==> src/rtl/hazard_pkg.sv <==
// Shared definitions for the pipeline hazard controller: FSM encodings,
// the zero-register index and the default mul/div latency.
package hazard_pkg;

  typedef enum logic [1:0] {
    RUN     = 2'd0,
    MD_WAIT = 2'd1
  } hz_state_t;

  localparam logic [4:0] REG_ZERO       = 5'd0;
  localparam int         MD_LATENCY_DEF = 4;

endpackage

==> src/rtl/hazard_perf_ctr.sv <==
// Single 32-bit event counter that holds at all-ones instead of wrapping.
// RESET_VAL lets a counter start at an arbitrary value after rst.
module hazard_perf_ctr #(
  parameter logic [31:0] RESET_VAL = 32'd0
) (
  input  logic        clk,
  input  logic        rst,
  input  logic        i_inc,
  output logic [31:0] o_cnt
);

  logic [31:0] r_cnt;

  always_ff @(posedge clk) begin
    if (rst)
      r_cnt <= RESET_VAL;
    else if (i_inc && (r_cnt != 32'hFFFF_FFFF))
      r_cnt <= r_cnt + 32'd1;
  end

  assign o_cnt = r_cnt;

endmodule

==> src/rtl/hazard_ctrl.sv <==
// Stall/flush controller for IF/ID and ID/EX: load-use bubbles, taken-branch
// flushes and multi-cycle mul/div stalls. Define HAZARD_PERF_EN for perf counters.
//
// state   | meaning
// RUN     | normal flow; branch flush, mul/div entry or load-use bubble as needed
// MD_WAIT | front end frozen while the mul/div finishes; EX holds bubbles
module hazard_ctrl
  import hazard_pkg::*;
#(
  parameter int MD_LATENCY = MD_LATENCY_DEF,
  parameter int MD_CNT_W   = 4
) (
  input  logic       clk,
  input  logic       rst,
  input  logic [4:0] id_rs,
  input  logic [4:0] id_rt,
  input  logic       id_uses_rt,
  input  logic       ex_memread,
  input  logic [4:0] ex_dest,
  input  logic       ex_regwrite,
  input  logic       ex_branch_taken,
  input  logic       ex_md_start,
  output logic       pc_write,
  output logic       ifid_write,
  output logic       ifid_flush,
  output logic       idex_flush,
  output logic       md_busy,
  output logic [1:0] state_o
`ifdef HAZARD_PERF_EN
  ,
  output logic [31:0] perf_luse_cnt,
  output logic [31:0] perf_flush_cnt,
  output logic [31:0] perf_md_cnt
`endif
);

  hz_state_t           r_state, w_state_nxt;
  logic [MD_CNT_W-1:0] r_md_cnt, w_md_cnt_nxt;
  logic                w_luse;

  assign w_luse = ex_memread && ex_regwrite && (ex_dest != REG_ZERO) &&
                  ((ex_dest == id_rs) || (id_uses_rt && (ex_dest == id_rt)));

  always_ff @(posedge clk) begin
    if (rst) begin
      r_state  <= RUN;
      r_md_cnt <= '0;
    end else begin
      r_state  <= w_state_nxt;
      r_md_cnt <= w_md_cnt_nxt;
    end
  end

  always_comb begin
    w_state_nxt  = r_state;
    w_md_cnt_nxt = r_md_cnt;
    pc_write     = 1'b1;
    ifid_write   = 1'b1;
    ifid_flush   = 1'b0;
    idex_flush   = 1'b0;
    md_busy      = 1'b0;
    case (r_state)
      RUN: begin
        if (ex_branch_taken) begin
          ifid_flush = 1'b1;
          idex_flush = 1'b1;
        end else if (ex_md_start) begin
          // The start cycle is the first of MD_LATENCY stall cycles.
          w_state_nxt  = MD_WAIT;
          w_md_cnt_nxt = MD_CNT_W'(MD_LATENCY - 1);
          pc_write     = 1'b0;
          ifid_write   = 1'b0;
          idex_flush   = 1'b1;
          md_busy      = 1'b1;
        end else if (w_luse) begin
          pc_write   = 1'b0;
          ifid_write = 1'b0;
          idex_flush = 1'b1;
        end
      end
      MD_WAIT: begin
        pc_write   = 1'b0;
        ifid_write = 1'b0;
        idex_flush = 1'b1;
        md_busy    = 1'b1;
        if (r_md_cnt <= MD_CNT_W'(1)) begin
          w_state_nxt  = RUN;
          w_md_cnt_nxt = '0;
        end else begin
          w_md_cnt_nxt = r_md_cnt - MD_CNT_W'(1);
        end
      end
      default: begin
        w_state_nxt  = RUN;
        w_md_cnt_nxt = '0;
      end
    endcase
  end

  assign state_o = r_state;

`ifdef HAZARD_PERF_EN
  logic w_luse_stall, w_br_flush;

  assign w_luse_stall = (r_state == RUN) && !ex_branch_taken && !ex_md_start && w_luse;
  assign w_br_flush   = (r_state == RUN) && ex_branch_taken;

  hazard_perf_ctr u_perf_luse (
    .clk   (clk),
    .rst   (rst),
    .i_inc (w_luse_stall),
    .o_cnt (perf_luse_cnt)
  );

  hazard_perf_ctr u_perf_flush (
    .clk   (clk),
    .rst   (rst),
    .i_inc (w_br_flush),
    .o_cnt (perf_flush_cnt)
  );

  hazard_perf_ctr u_perf_md (
    .clk   (clk),
    .rst   (rst),
    .i_inc (md_busy),
    .o_cnt (perf_md_cnt)
  );
`endif

endmodule

==> config.mk <==
export PLATFORM = sky130hd
export DESIGN_NAME = hazard_ctrl
export DESIGN_NICKNAME = d
export VERILOG_FILES = /design/src/rtl/hazard_pkg.sv /design/src/rtl/hazard_perf_ctr.sv /design/src/rtl/hazard_ctrl.sv
export SDC_FILE = /design/constraint.sdc
export NUM_CORES = 1
export LEC_CHECK = 0
export CORE_AREA = 2 2 39 41
export CTS_CLUSTER_SIZE = 14
export DETAILED_ROUTE_END_ITERATION = 7
export DIE_AREA = 0 0 41 43
export GPL_ROUTABILITY_DRIVEN = 0
export PLACE_DENSITY_LB_ADDON = 0.15
export SYNTH_ARGS = -nofsm -noshare
export SYNTH_HDL_FRONTEND = slang
export SYNTH_SLANG_ARGS = --single-unit
==> constraint.sdc <==
create_clock -name clk -period 4.9 [get_ports clk]
set_clock_uncertainty 0.2 [all_clocks]
set_input_delay 0.98 -clock clk [delete_from_list [all_inputs] [get_ports clk]]
set_output_delay 0.98 -clock clk [all_outputs]
set_load 0.01 [all_outputs]
# Word level (Yosys, flattened, before mapping)
# Cells that the tools add are included.
# op_classes
n_addsub	1
n_lt_le_gt_ge	1
eq_ne	6
muxes	21
reduce_logical	9
# op_table
operator	n
2-to-1 mux 4 bit	3
== test 5 bit	2
2-to-1 mux 1 bit	10
one-hot mux 4 bit (2 select lines)	1
2-to-1 mux 2 bit	3
inequality test 2 bit, second input constant	3
one-hot mux 1 bit (2 select lines)	3
nonzero test 5 bit	1
<= comparator 4 x 1 -> 1 bit, second input constant	1
logical AND 1 bit	4
one-hot mux 2 bit (2 select lines)	1
subtractor 4 x 1 -> 4 bit, second input constant	1
AND reduction 3 bit	1
== test 2 x 1 -> 1 bit, second input constant	1
logical NOT 2 bit	1
AND reduction 2 bit	1
logical OR 1 bit	1
# totals
register_bits	6
input_bits	22
wordCells	40

# Logic depth before layout (Yosys ltp)
# depth
depth_word	8
mapped_depth	5
depth_no_buf	5

# Worst setup path before layout
# No wires, ideal clock.
# synth_path
path_type	input-to-output
startpoint	input ex_dest[3]
endpoint	output pc_write
arrival_ns	1.996
required_time_ns	3.720
setup_slack_ns	1.724
cell_stages	4
path_cell_list	or4_1 > o211ai_2 > o31a_1 > buf_4
# synth_via
elab_chain_cells	8
word_cells_on_any_way	11
classes_between	eq/ne: 2; mux: 4; reduce/logical: 5
# synth_rtl
element	line	text
from (decl)	hazard_ctrl.sv:19	input logic [4:0] ex_dest,
== test 5 bit	hazard_ctrl.sv:42	((ex_dest == id_rs) || (id_uses_rt && (ex_dest == id_rt)));
logical AND 1 bit	hazard_ctrl.sv:42	
logical OR 1 bit	hazard_ctrl.sv:42	
logical AND 1 bit (*)	hazard_ctrl.sv:41	assign w_luse = ex_memread && ex_regwrite && (ex_dest != REG_ZERO) &&
2-to-1 mux 1 bit (*) (3 in series)	--	
one-hot mux 1 bit (2 select lines) (*)	--	
to (decl)	hazard_ctrl.sv:23	output logic pc_write,
# Mark *: on every way between the ends. The rest lies on a longest branch, timed or not.

# Worst setup path in the final report
# layout_path
startpoint	input ex_dest[3]
endpoint	output ifid_write
# layout_via
elab_chain_cells	8
word_cells_on_any_way	11
classes_between	eq/ne: 2; mux: 4; reduce/logical: 5
# layout_rtl
element	line	text
== test 5 bit	hazard_ctrl.sv:42	
logical AND 1 bit	hazard_ctrl.sv:42	
logical OR 1 bit	hazard_ctrl.sv:42	
logical AND 1 bit (*)	hazard_ctrl.sv:41	
2-to-1 mux 1 bit (*)	hazard_ctrl.sv:75	end else if (w_luse) begin
2-to-1 mux 1 bit (*)	hazard_ctrl.sv:67	end else if (ex_md_start) begin
2-to-1 mux 1 bit (*)	hazard_ctrl.sv:64	if (ex_branch_taken) begin
one-hot mux 1 bit (2 select lines) (*)	hazard_ctrl.sv:62	case (r_state)
to (decl)	hazard_ctrl.sv:24	output logic ifid_write,
# Marked as above.

==> impl_metrics.json <==
{
  "status": "finished clean",
  "initial_core_util": 0.313,
  "rows": 14,
  "postCtsSetupBuffers": 0,
  "cts_buffers": 3,
  "syn-instance-count": 52,
  "grt_pass1_wl_um": 1620,
  "final-hold-violation-count": 0,
  "yosys.cell_types.count": 22,
  "cp_num_buf_inv": 2,
  "ctsHtreeMaxLevel": 1,
  "tns_ps": 0,
  "critical_path_arrival_ps": 2860,
  "wire_per_inst_um": 10.4,
  "slew_headroom": 0.627,
  "place_hpwl_um": 859,
  "cp_cell_sequence": "clkdlybuf4s50_1 > or4_1 > o211ai_2 > o31a_1 > clkdlybuf4s50_1",
  "dp.cells": 92,
  "holdBufCountCts": 0,
  "yosysWarnings": 0,
  "vias_per_cell": 4.83,
  "syn_area_sq_um": 433,
  "cts_tree": "yes",
  "period_share": 0.825,
  "ir_drop_uv": 78.8,
  "io_pins": 29,
  "ant_nets": 0,
  "drt_wl_total_um": 997,
  "cp-start-kind": "input pin",
  "die_y_um": 43,
  "powerDensity_mw_per_mm2": 210,
  "reg2reg_setup_slack_ps": 3300,
  "syn_nets": 76,
  "power_mw": 0.153,
  "critPathMaxStageDelay_ps": 550,
  "clk_latency_ps": 240,
  "rsz0062_at_grt": "no",
  "antenna_cells": 0,
  "period_minus_slack_ps": 4040,
  "clock-root-buffer": "clkbuf_4",
  "vias": 464,
  "port_buffers": 27,
  "critPathRequiredTime_ps": 3720,
  "slew_violations": 0,
  "cp_top_family": "buffers and inverters",
  "core_area_sq_mm": 0.00138,
  "antenna_found_initial": 0,
  "path_common_cell": "clkdlybuf4s50_1",
  "drt_iter0_drc": 6,
  "hold_path_class": "flop to flop",
  "drc_errors": 0,
  "die-area_sq_mm": 0.00176,
  "grt_pass1_vias": 460,
  "avgSynthCellArea_sq_um": 8.33,
  "critPathSlowestCell": "or4_1",
  "clock.fmax_mhz": 247,
  "leakage_nw": 0.280,
  "cp_max_fo": 3,
  "worstSetupPathType": "input pin to output port",
  "drt_pre_antenna_iters": 2,
  "cts.clk_slew.worst_paths_ps": 40,
  "ys_ff_latch": 5,
  "syn2layout_area_growth_pct": 68.8,
  "fin_nets": 105,
  "ctsResizeCount": 0,
  "die_x_um": 41,
  "final_layout_size_suffix_gt1_frac": 0.0625,
  "cts_buffer_depth": 2,
  "grt-ovfl-total": 0,
  "track_usage": 0.131,
  "grt_start_max_net_pins": 11,
  "cap_violations": 0,
  "setup.worst_path.end_class": "output port",
  "layoutNonFillerInstCount": 96,
  "setup_viol": 0,
  "tightest_slew_ps": 560,
  "yosysSeqAreaShare": 0.231,
  "cts_sinks": 5
}
==> sequential cells by signal, indices dropped and copies added (netlist names) <==
register / count
r_md_cnt: 4
state_o: 1
==> layout by cell type, fill, tap and decap left out <==
| master | instances |
|---|---|
| clkbuf_4 | 3 |
| a211oi_1 | 3 |
| a21boi_0 | 1 |
| o211ai_2 | 1 |
| a21oi_1 | 2 |
| inv_1 | 4 |
| nor4_2 | 1 |
| dfxtp_1 | 5 |
| ha_1 | 2 |
| o31a_1 | 1 |
| conb_1 | 1 |
| a32oi_1 | 2 |
| clkdlybuf4s50_1 | 27 |
| o21a_1 | 2 |
| xor2_1 | 10 |
| nand4b_1 | 1 |
| clkbuf_1 | 1 |
| nor2_1 | 4 |
| nor2b_1 | 1 |
| xnor2_1 | 1 |
| nor3_1 | 3 |
| or4_1 | 1 |
| o21ai_0 | 3 |
==> stage by stage <==
stage	worst slack [ps]	cell area, sq um	utilization	hold slack (ps)
floorplan	1720	433	-	265
global placement	823	704	0.509	300
detailed placement	855	704	0.509	301
CTS	846	731	0.528	310
global route	768	731	0.528	349
finish	858	731	0.528	308
==> logic make-up after synthesis <==
kind of cell               count (synthesis)  synth area share
DFF                                        5             0.231
AOI/OAI and AO/OA                         15             0.251
buffers and inverters                      7            0.0780
adders and majority gates                  2            0.0578
xor gates and xnor gates                  11             0.223
and+or+nand+nor                           11             0.150
other                                      1           0.00866
==> power by group <==
part	switching, mW	internal [mW]
logic	0.0247	0.0350
clock network	0.0157	0.0307
registers	0.00319	0.0439
==> area by class of cell <==
class                      instances  area, sq um
clock buffer                       4         26.3
sequential                         5          100
timing repair buffer              27          270
inverter                           4         15.0
multi-input combinational         40          299
fill                             135          653
tap                               16         20.0
==> worst min-delay path, cell delays in order (launching register included) <==
cell and delay, ps:
dfxtp_1 320, o21ai_0 80, a21oi_1 60
==> layer usage <==
| layer | vias up | wire (um) | global-route usage |
|---|---|---|---|
| met5 | - | 0 | 0 |
| met4 | 0 | 0 | 0.0800 |
| met3 | 0 | 61 | 0.0105 |
| met2 | 16 | 536 | 0.219 |
| met1 | 208 | 399 | 0.148 |
| li1 | 240 | - | - |
==> path summary, 6_finish.rpt <==
| check | from | end | depth (start not counted) |
|---|---|---|---|
| max | ex_dest[3] | ifid_write | 5 |
| max reg2reg | r_md_cnt[0] | r_md_cnt[0] | 5 |
| min | r_md_cnt[2] | r_md_cnt[2] | 2 |
| min reg2reg | r_md_cnt[2] | r_md_cnt[2] | 2 |
==> Yosys cell counts <==
master,number,area [sq um]
xor2_1,10,87.6
dfxtp_1,5,100
inv_1,4,15.0
nor2_1,4,15.0
a211oi_1,3,22.5
nor3_1,3,15.0
o21ai_0,3,15.0
a21oi_1,2,10.0
a32oi_1,2,17.5
buf_4,2,15.0
ha_1,2,25.0
o21a_1,2,15.0
a21boi_0,1,7.51
clkbuf_1,1,3.75
conb_1,1,3.75
nand4b_1,1,8.76
nor2b_1,1,6.26
nor4_2,1,12.5
o211ai_2,1,12.5
o31a_1,1,8.76
or4_1,1,7.51
xnor2_1,1,8.76
No activity file was read; power rests on OpenSTA's default activity.
